**src/rtl/snn_pkg.sv**
```systemverilog
// snn_pkg
// Shared constants and the sequencer state encoding for the SNN inference
// controller and its argmax scan helper.
package snn_pkg;

    localparam int NUM_CLASSES  = 10;  // readout accumulators scanned
    localparam int WIDTH_P      = 8;   // accumulator / sample width
    localparam int IDX_W        = 4;   // class index width
    localparam int CLEAR_CYCLES = 2;   // cycles layer_clr_o is held
    localparam int PIPE_DEPTH   = 3;   // synapse + two LIF stages
    localparam int WINDOW_W     = 8;   // timestep count width
    localparam int CNT_W        = 8;   // phase counter, covers 255 timesteps

    // A zero window still presents the sample for one timestep.
    localparam logic [WINDOW_W-1:0] WINDOW_MIN = 8'd1;

    typedef enum logic [2:0] {
        ST_IDLE   = 3'd0,
        ST_CLEAR  = 3'd1,
        ST_RUN    = 3'd2,
        ST_DRAIN  = 3'd3,
        ST_SCAN   = 3'd4,
        ST_RESULT = 3'd5
    } state_t;

endpackage

```
**src/rtl/snn_argmax_scan.sv**
```systemverilog
// snn_argmax_scan
// Serial argmax: one candidate per enabled cycle, strict-greater compare so
// ties keep the lower index.
// Ports:
//   clk_i, rst_i        clock, synchronous active-high reset
//   clr_i               reset best index/score to 0/0
//   en_i                compare idx_i/data_i against the running best
//   idx_i, data_i       candidate index and value
//   best_idx_o/score_o  registered running best
//   nxt_idx_o/score_o   best including the current candidate (combinational)
module snn_argmax_scan
    import snn_pkg::*;
(
    input  logic               clk_i,
    input  logic               rst_i,
    input  logic               clr_i,
    input  logic               en_i,
    input  logic [IDX_W-1:0]   idx_i,
    input  logic [WIDTH_P-1:0] data_i,
    output logic [IDX_W-1:0]   best_idx_o,
    output logic [WIDTH_P-1:0] best_score_o,
    output logic [IDX_W-1:0]   nxt_idx_o,
    output logic [WIDTH_P-1:0] nxt_score_o
);

    logic take;

    always_comb begin
        take        = en_i && (data_i > best_score_o);
        nxt_idx_o   = take ? idx_i  : best_idx_o;
        nxt_score_o = take ? data_i : best_score_o;
    end

    always_ff @(posedge clk_i) begin
        if (rst_i || clr_i) begin
            best_idx_o   <= '0;
            best_score_o <= '0;
        end else if (en_i) begin
            best_idx_o   <= nxt_idx_o;
            best_score_o <= nxt_score_o;
        end
    end

endmodule

```
**src/rtl/snn_inference_ctrl.sv**
```systemverilog
// snn_inference_ctrl
// Sequences one inference: clear network state, present the latched sample
// for a programmable number of timesteps, drain the spike pipeline, scan the
// readout accumulators for the argmax and return it over valid/ready.
// Ports:
//   clk_i, rst_i            clock, synchronous active-high reset
//   start_i, abort_i        request / cancel an inference
//   sample_i, window_i      sample and timestep count, latched on start
//   busy_o                  CLEAR/RUN/DRAIN/SCAN in progress
//   layer_clr_o, step_en_o  network clear and timestep enable
//   data_o                  sample to synapses (0 outside RUN)
//   acc_sel_o, acc_data_i   accumulator select and its value
//   result_valid_o/ready_i  result handshake
//   class_o, score_o        argmax index and value
//
// state  | meaning
// IDLE   | waiting for start_i
// CLEAR  | layer_clr_o held for CLEAR_CYCLES
// RUN    | timesteps with the latched sample applied
// DRAIN  | timesteps with zero input, flushing in-flight spikes
// SCAN   | one accumulator compared per cycle
// RESULT | result_valid_o high until result_ready_i
module snn_inference_ctrl
    import snn_pkg::*;
(
    input  logic                clk_i,
    input  logic                rst_i,
    input  logic                start_i,
    input  logic                abort_i,
    input  logic [WIDTH_P-1:0]  sample_i,
    input  logic [WINDOW_W-1:0] window_i,
    output logic                busy_o,
    output logic                layer_clr_o,
    output logic                step_en_o,
    output logic [WIDTH_P-1:0]  data_o,
    output logic [IDX_W-1:0]    acc_sel_o,
    input  logic [WIDTH_P-1:0]  acc_data_i,
    output logic                result_valid_o,
    input  logic                result_ready_i,
    output logic [IDX_W-1:0]    class_o,
    output logic [WIDTH_P-1:0]  score_o
);

    state_t              state;
    logic [CNT_W-1:0]    cnt;
    logic [WIDTH_P-1:0]  sample_q;
    logic [WINDOW_W-1:0] window_q;

    logic                scan_clr;
    logic                scan_en;
    logic [IDX_W-1:0]    best_idx;
    logic [WIDTH_P-1:0]  best_score;
    logic [IDX_W-1:0]    nxt_idx;
    logic [WIDTH_P-1:0]  nxt_score;

    // The running best is scratch; class_o/score_o only take it when the
    // scan completes, so an abort leaves the previous result visible.
    assign scan_clr = (state == ST_DRAIN) && (cnt == '0);
    assign scan_en  = (state == ST_SCAN);

    snn_argmax_scan u_scan (
        .clk_i        (clk_i),
        .rst_i        (rst_i),
        .clr_i        (scan_clr),
        .en_i         (scan_en),
        .idx_i        (acc_sel_o),
        .data_i       (acc_data_i),
        .best_idx_o   (best_idx),
        .best_score_o (best_score),
        .nxt_idx_o    (nxt_idx),
        .nxt_score_o  (nxt_score)
    );

    always_ff @(posedge clk_i) begin
        if (rst_i) begin
            state          <= ST_IDLE;
            cnt            <= '0;
            sample_q       <= '0;
            window_q       <= '0;
            busy_o         <= 1'b0;
            layer_clr_o    <= 1'b0;
            step_en_o      <= 1'b0;
            data_o         <= '0;
            acc_sel_o      <= '0;
            result_valid_o <= 1'b0;
            class_o        <= '0;
            score_o        <= '0;
        end else if (abort_i && (state inside {ST_CLEAR, ST_RUN, ST_DRAIN, ST_SCAN})) begin
            state       <= ST_IDLE;
            cnt         <= '0;
            busy_o      <= 1'b0;
            layer_clr_o <= 1'b0;
            step_en_o   <= 1'b0;
            data_o      <= '0;
            acc_sel_o   <= '0;
        end else begin
            case (state)
                ST_IDLE: begin
                    if (start_i) begin
                        sample_q    <= sample_i;
                        window_q    <= (window_i == '0) ? WINDOW_MIN : window_i;
                        state       <= ST_CLEAR;
                        cnt         <= CNT_W'(CLEAR_CYCLES - 1);
                        busy_o      <= 1'b1;
                        layer_clr_o <= 1'b1;
                    end
                end
                ST_CLEAR: begin
                    if (cnt == '0) begin
                        state       <= ST_RUN;
                        cnt         <= window_q - 1'b1;
                        layer_clr_o <= 1'b0;
                        step_en_o   <= 1'b1;
                        data_o      <= sample_q;
                    end else begin
                        cnt <= cnt - 1'b1;
                    end
                end
                ST_RUN: begin
                    if (cnt == '0) begin
                        state  <= ST_DRAIN;
                        cnt    <= CNT_W'(PIPE_DEPTH - 1);
                        data_o <= '0;
                    end else begin
                        cnt <= cnt - 1'b1;
                    end
                end
                ST_DRAIN: begin
                    if (cnt == '0) begin
                        state     <= ST_SCAN;
                        cnt       <= CNT_W'(NUM_CLASSES - 1);
                        step_en_o <= 1'b0;
                        acc_sel_o <= '0;
                    end else begin
                        cnt <= cnt - 1'b1;
                    end
                end
                ST_SCAN: begin
                    if (cnt == '0) begin
                        // Last candidate is folded in through the next-best path.
                        state          <= ST_RESULT;
                        busy_o         <= 1'b0;
                        acc_sel_o      <= '0;
                        result_valid_o <= 1'b1;
                        class_o        <= nxt_idx;
                        score_o        <= nxt_score;
                    end else begin
                        cnt       <= cnt - 1'b1;
                        acc_sel_o <= acc_sel_o + 1'b1;
                    end
                end
                ST_RESULT: begin
                    if (result_ready_i) begin
                        state          <= ST_IDLE;
                        result_valid_o <= 1'b0;
                    end
                end
                default: state <= ST_IDLE;
            endcase
        end
    end

    // Registered best is only observed through nxt_*; keep it referenced.
    logic unused_best;
    assign unused_best = ^{best_idx, best_score};

endmodule
```
**config.mk**
```make
export PLATFORM = sky130hd
export DESIGN_NAME = snn_inference_ctrl
export DESIGN_NICKNAME = d
export VERILOG_FILES = /design/src/rtl/snn_pkg.sv /design/src/rtl/snn_argmax_scan.sv /design/src/rtl/snn_inference_ctrl.sv
export SDC_FILE = /design/constraint.sdc
export NUM_CORES = 1
export LEC_CHECK = 0
export ABC_AREA = 1
export BUFFER_PORTS_ARGS = -buffer_cell sky130_fd_sc_hd__clkbuf_2
export CORE_MARGIN = 3
export CORE_UTILIZATION = 35
export CTS_CLUSTER_SIZE = 24
export DETAILED_ROUTE_END_ITERATION = 6
export HOLD_SLACK_MARGIN = 0.1
export PLACE_DENSITY_LB_ADDON = 0.1
export REMOVE_ABC_BUFFERS = 1
export SYNTH_ARGS = -nofsm -noshare
export SYNTH_HDL_FRONTEND = slang
export SYNTH_HIERARCHICAL = 1
export SYNTH_SLANG_ARGS = --single-unit
```
**constraint.sdc**
```tcl
create_clock -name clk_i -period 2.1 [get_ports clk_i]
set_clock_uncertainty 0.1 [all_clocks]
set_input_delay 0.21 -clock clk_i [delete_from_list [all_inputs] [get_ports clk_i]]
set_output_delay 0.21 -clock clk_i [all_outputs]
set_load 0.1 [all_outputs]
```
Yosys cells after proc, flatten, opt, wreduce, memory -nomap -nowiden
Index checks and enable logic that the tools add are counted.
{ "classes": {"n_bitwise": 1, "n_addsub": 3, "n_eq_ne": 12, "reduce_logical": 26, "muxes": 30, "n_lt_le_gt_ge": 1} }
{ "ops": {"columns": ["operator", "count"], "rows": [
  ["two-way mux 8 bit", 9],
  ["case mux 8 bit (5 select lines)", 1],
  ["AND reduction 3 bit", 7],
  ["two-way mux 3 bit", 6],
  ["case mux 3 bit (6 select lines)", 1],
  ["logical NOT 8 bit", 2],
  ["case mux 8 bit (2 select lines)", 1],
  ["subtractor 8 x 1 -> 8 bit (second input constant)", 2],
  ["two-way mux 4 bit", 3],
  ["nonzero test 2 bit", 6],
  ["greater-than comparator 8 bit", 1],
  ["inequality test 2 bit (second input constant)", 4],
  ["case mux 1 bit (2 select lines)", 4],
  ["case mux 4 bit (2 select lines)", 1],
  ["== test 3 x 2 -> 1 bit (second input constant)", 2],
  ["== test 3 bit (second input constant)", 2],
  ["inequality test 2 x 1 -> 1 bit (second input constant)", 3],
  ["AND reduction 6 bit", 1],
  ["nonzero test 5 bit", 1],
  ["adder 4 x 1 -> 4 bit (second input constant)", 1],
  ["two-way mux 1 bit", 4],
  ["AND reduction 4 bit", 1],
  ["nonzero test 4 bit", 1],
  ["== test 3 x 1 -> 1 bit (second input constant)", 1],
  ["6 further kinds", 8]
]} }
{ "word_totals": {"reg_bits": 67, "inputBits": 29, "wordCells": 87, "out_inout_bits": 28} }

Longest topological paths before layout
{ "depth": {"depth_word": 5, "mapped_depth": 16, "ltp_nobuf": 15} }

By module
The synthesis kept the hierarchy.
{ "by_module_without_submodules": {"columns": ["module", "seq_area_each_um2", "n_inst", "cells_per_inst", "area_per_inst_um2"], "rows": [
  ["snn_inference_ctrl", 1101.1, 1, 380, 2581.2],
  ["snn_argmax_scan", 240.2, 1, 131, 883.3]
]} }

Worst setup path after synthesis
No wires, ideal clock.
{ "synth_timing": {"kind": "register to register", "from": "register acc_sel_o[0]", "to": "register acc_sel_o[3]", "arrival_ps": 1773, "slack_ps": 156, "path_buffers": 0, "setup_ps": 70, "synth_period_minus_slack_ps": 1944, "required_time_ps": 1930, "path_stages_with_launch": 5, "path_cell_list": "dfxtp_1 nand3_1 xor2_1 or2_2 a21oi_1"} }
{ "synth_via": {"elab_chain_len": 3} }
{ "synth_rtl": {"columns": ["item", "line", "source"], "rows": [
  ["start: declaration", "snn_inference_ctrl.sv:36", "output logic [IDX_W-1:0] acc_sel_o,"],
  ["start signal: assignment", "snn_inference_ctrl.sv:149", "acc_sel_o <= acc_sel_o + 1'b1;"],
  ["adder 4 x 1 -> 4 bit", "snn_inference_ctrl.sv:149", null],
  ["two-way mux 4 bit", "snn_inference_ctrl.sv:139", "if (cnt == '0) begin"],
  ["case mux 4 bit (2 select lines)", "snn_inference_ctrl.sv:97", "case (state)"]
]} }
Every way passes these cells.
A chain may end at the register's enable or synchronous reset.

Worst setup path after layout
{ "layout_timing": {"from": "register u_scan.best_score_o[5]", "to": "register score_o[7]"} }
{ "layout_via": {"elab_chain_len": 3} }
{ "layout_rtl": {"columns": ["item", "line", "source"], "rows": [
  ["start: declaration", "snn_argmax_scan.sv:21", "output logic [WIDTH_P-1:0] best_score_o,"],
  ["start signal: assignment", "snn_argmax_scan.sv:40", "best_score_o <= nxt_score_o;"],
  ["greater-than comparator 8 bit", "snn_argmax_scan.sv:29", "take = en_i && (data_i > best_score_o);"],
  ["logical AND 1 bit", "snn_argmax_scan.sv:29", null],
  ["two-way mux 8 bit", "snn_argmax_scan.sv:31", "nxt_score_o = take ? data_i : best_score_o;"],
  ["via nxt_score[7]", "snn_inference_ctrl.sv:54", "logic [WIDTH_P-1:0] nxt_score;"],
  ["end signal: assignment", "snn_inference_ctrl.sv:146", "score_o <= nxt_score;"],
  ["end: declaration", "snn_inference_ctrl.sv:41", "output logic [WIDTH_P-1:0] score_o"]
]} }
The timed path passes the listed nets, and every way through them passes these cells.

==> results.cfg <==
[global_routing]
grt_overflow = 0
grt_pass1_wl_mm = 14.5
globalRouteTotalUtil = 0.160
grt_max_degree = 29
grt_pass1_vias = 3045
antenna_found_initial = 0

[drt]
highest_layer = met4
route.met3.wl_um = 319
wire_per_inst_um = 11.6
drt-met1-wl_mm = 4.55
drtAntennaViolNets = 0
routed_wl_mm = 8.49
vias = 3258
route.detailed.drc = 0
routed_via_density = 4.45
drt_pass1_iterations = 4
drtIter0Drc = 151
wl_met2_mm = 3.49

[sta]
worst_slack_ns = 0.161
max_clock_freq_ghz = 0.516
rsz0062_at_grt = false
setup_viol_count_final = 0
fin_crit_sh = 0.923
worst_slew_pin_slew_ns = 0.658
post-route-min-period_ns = 1.94
finalHoldViolCount = 0
max_slew_margin = 0.561
finalMaxSlewViolations = 0
fin_setup_tns_ns = 0

[clock_network]
clk_path_buf_depth = 2
cts_tree = yes
clock_sinks = 67
cts_buffers = 9
insertion_delay_ns = 0.34
cts_htree_levels = 3
clkTransAtPathRegs_ns = 0.08
cts-root-buf = clkbuf_8

[pwr]
powerDensity_mw_per_mm2 = 1440
power.leakage_nw = 2.14
irDropWorstVdd_mv = 0.497

[die]
dieArea_sq_mm = 0.0111
die_h_um = 105
die_x_um = 105
num_rows = 35
start_util = 0.368
ios = 57
fp.coreArea_sq_mm = 0.00942

[placement]
io_buffers = 56
placed_cell_area_sq_mm = 0.00393
gp_congestion = 0.854
hpwlAfterDp_mm = 6.22
pre_cts_ws_ns = 0.0984

[flow_run]
drv_cap = 0

[synthesis]
ys_seq_area_frac = 0.387
yosysUniqueCellTypes = 30
ys_top_cells_by_area = dfxtp_1 (39%), nand2_1 (13%), inv_1 (9.4%), a21oi_1 (6.9%), nor2_1 (5.6%)
synthTopCellsByCount = nand2_1 (117), inv_1 (87), dfxtp_1 (67)
syn_area_per_cell_sq_um = 6.78
yosysMostFrequentCell = nand2_1
ys_ff_latch = 67
synth_xor_area_frac = 0.0177
synth_top_family_by_area = simple AND/OR/NAND/NOR gates
synthMuxAreaShare = 0
syn_inst = 511
synthesis.area_sq_mm = 0.00346
synth_edf_count = 0
synth_compound_area_frac = 0.130
async_flop_share = 0
ys.flop_type = dfxtp_1
yosysWarnings = 6
synth_top_area_cell = dfxtp_1
synthSimpleGateAreaFrac = 0.302
synth_top_area_share = 0.387
synthAdderAreaFrac = 0.0397

[setup_path]
arrival_ns = 2.07
cpMaxStageDelayCell = dfxtp_1
start_kind = register
crit_required_ns = 2.23
path_cells = inv_1 -> ha_1 -> nand2_1 -> nor2_4 -> a21boi_4 -> buf_4 -> nand3_1 -> nand2_1 -> inv_1 -> o21ai_0 -> a21oi_1
max_stage_delay_ns = 0.32
path_class = reg2reg
cp_max_fo = 6
end_kind = register

[cells_and_area]
area_growth_pct = 25.3
drive_gt1_frac = 0.212
antennaDiodeCount = 0
nets = 638
n_fill_cell = 995
stdcell_area_sq_mm = 0.00434

[worst_hold_path]
hp-class = in2reg

[run_status]
outcome = completed
-- final timing paths --
kind / start / endpoint / slack, ns / cells after the start
worst max-delay path: u_scan/best_score_o[5]$_SDFFE_PP0P_ / score_o[7]$_SDFFE_PP0P_ / 0.16 / 11
worst min-delay path: acc_data_i[6] / u_scan/best_score_o[6]$_SDFFE_PP0P_ / 0.13 / 5
worst max register to register: u_scan/best_score_o[5]$_SDFFE_PP0P_ / score_o[7]$_SDFFE_PP0P_ / 0.16 / 11
worst min register to register: score_o[4]$_SDFFE_PP0P_ / score_o[4]$_SDFFE_PP0P_ / 0.34 / 2
-- layout make-up --
type | count | area (sq um) | share of cell area
Multi-Input combinational cell | 340 | 1700 | 0.392
Clock buffer | 9 | 124 | 0.0285
Clock inverter | 7 | 76.3 | 0.0176
Sequential cell | 67 | 1340 | 0.309
Timing Repair Buffer | 92 | 606 | 0.139
Tap cell | 129 | 161 | 0.0372
Inverter | 88 | 330 | 0.0761
-- registers in the layout (all words and copies together), names as in the netlist --
register and count:
layer_clr_o 1, busy_o 1, acc_sel_o 4, data_o 8
u_scan/best_score_o 8, sample_q 8, class_o 4, window_q 8
result_valid_o 1, score_o 8, step_en_o 1, u_scan/best_idx_o 4
cnt 8, state 3
-- per-stage QoR --
stage | util | hold WS (ns) | instances | power, mW
after floorplan | - | 0.245 | 495 | 4.26
after global placement | 0.418 | 0.330 | 695 | 5.12
after detailed placement | 0.418 | 0.337 | 695 | 5.14
after CTS | 0.457 | 0.119 | 728 | 6.30
after global routing | 0.461 | 0.149 | 732 | 6.88
final | 0.461 | 0.131 | 732 | 6.27
-- critical path: cells and delay by family (launching register included) --
family,cells,cell delay [ns]
flip-flops,1,0.32
adder cells (fa/ha/maj),1,0.29
AND/OR/NAND/NOR,4,0.35
buffers and inverters,3,0.29
AO/OA/AOI/OAI,3,0.48
-- kinds of logic after synthesis --
| logic type | after synthesis |
|---|---|
| buf+inv | 104 |
| fa+ha+maj | 11 |
| simple gates | 237 |
| flops | 67 |
| xor+xnor | 7 |
| compound gates | 85 |
-- power breakdown --
| part | total (mW) | internal [mW] | switching [mW] |
|---|---|---|---|
| combinational | 3.37 | 1.06 | 2.31 |
| sequential | 1.79 | 1.58 | 0.214 |
| clock | 1.11 | 0.557 | 0.553 |
-- timing repair --
item                                    4_1_cts  5_1_grt
hold buffers                                 17        0
endpoints found under the hold margin        16        0
endpoints found under the setup margin        0       12
gates resized for setup                       0        1
setup buffers                                 0        4
-- layout by cell type, fill, tap and decap left out --
master and n:
buf_12 1, nand3_1 29, or2_1 1, dlygate4sd3_1 17, inv_1 87, nor2_1 52, nand2_2 14, nor4_1 1
nand2_1 117, buf_4 18, ha_1 11, inv_6 2, dfxtp_1 67, clkbuf_2 56, nor2_2 12, nand3_2 1
o21ai_1 6, xor2_1 6, xnor2_1 1, a21o_1 1, nand2_4 1, clkbuf_8 9, nand4_1 3, nor2_4 2
or2_2 2, o21ai_0 27, a21oi_1 48, nor3_1 1, clkinvlp_4 2, inv_2 1, nand2_8 1, clkinv_2 1
a21boi_4 1, o21ai_2 2, bufinv_16 1, clkinv_4 1
-- layer usage --
layer,up-vias,GRT usage
met4,0,0.0490
li1,1757,-
met1,1439,0.237
met3,9,0.0349
met2,53,0.232
met5,-,0
(Power assumes the default switching activity.)
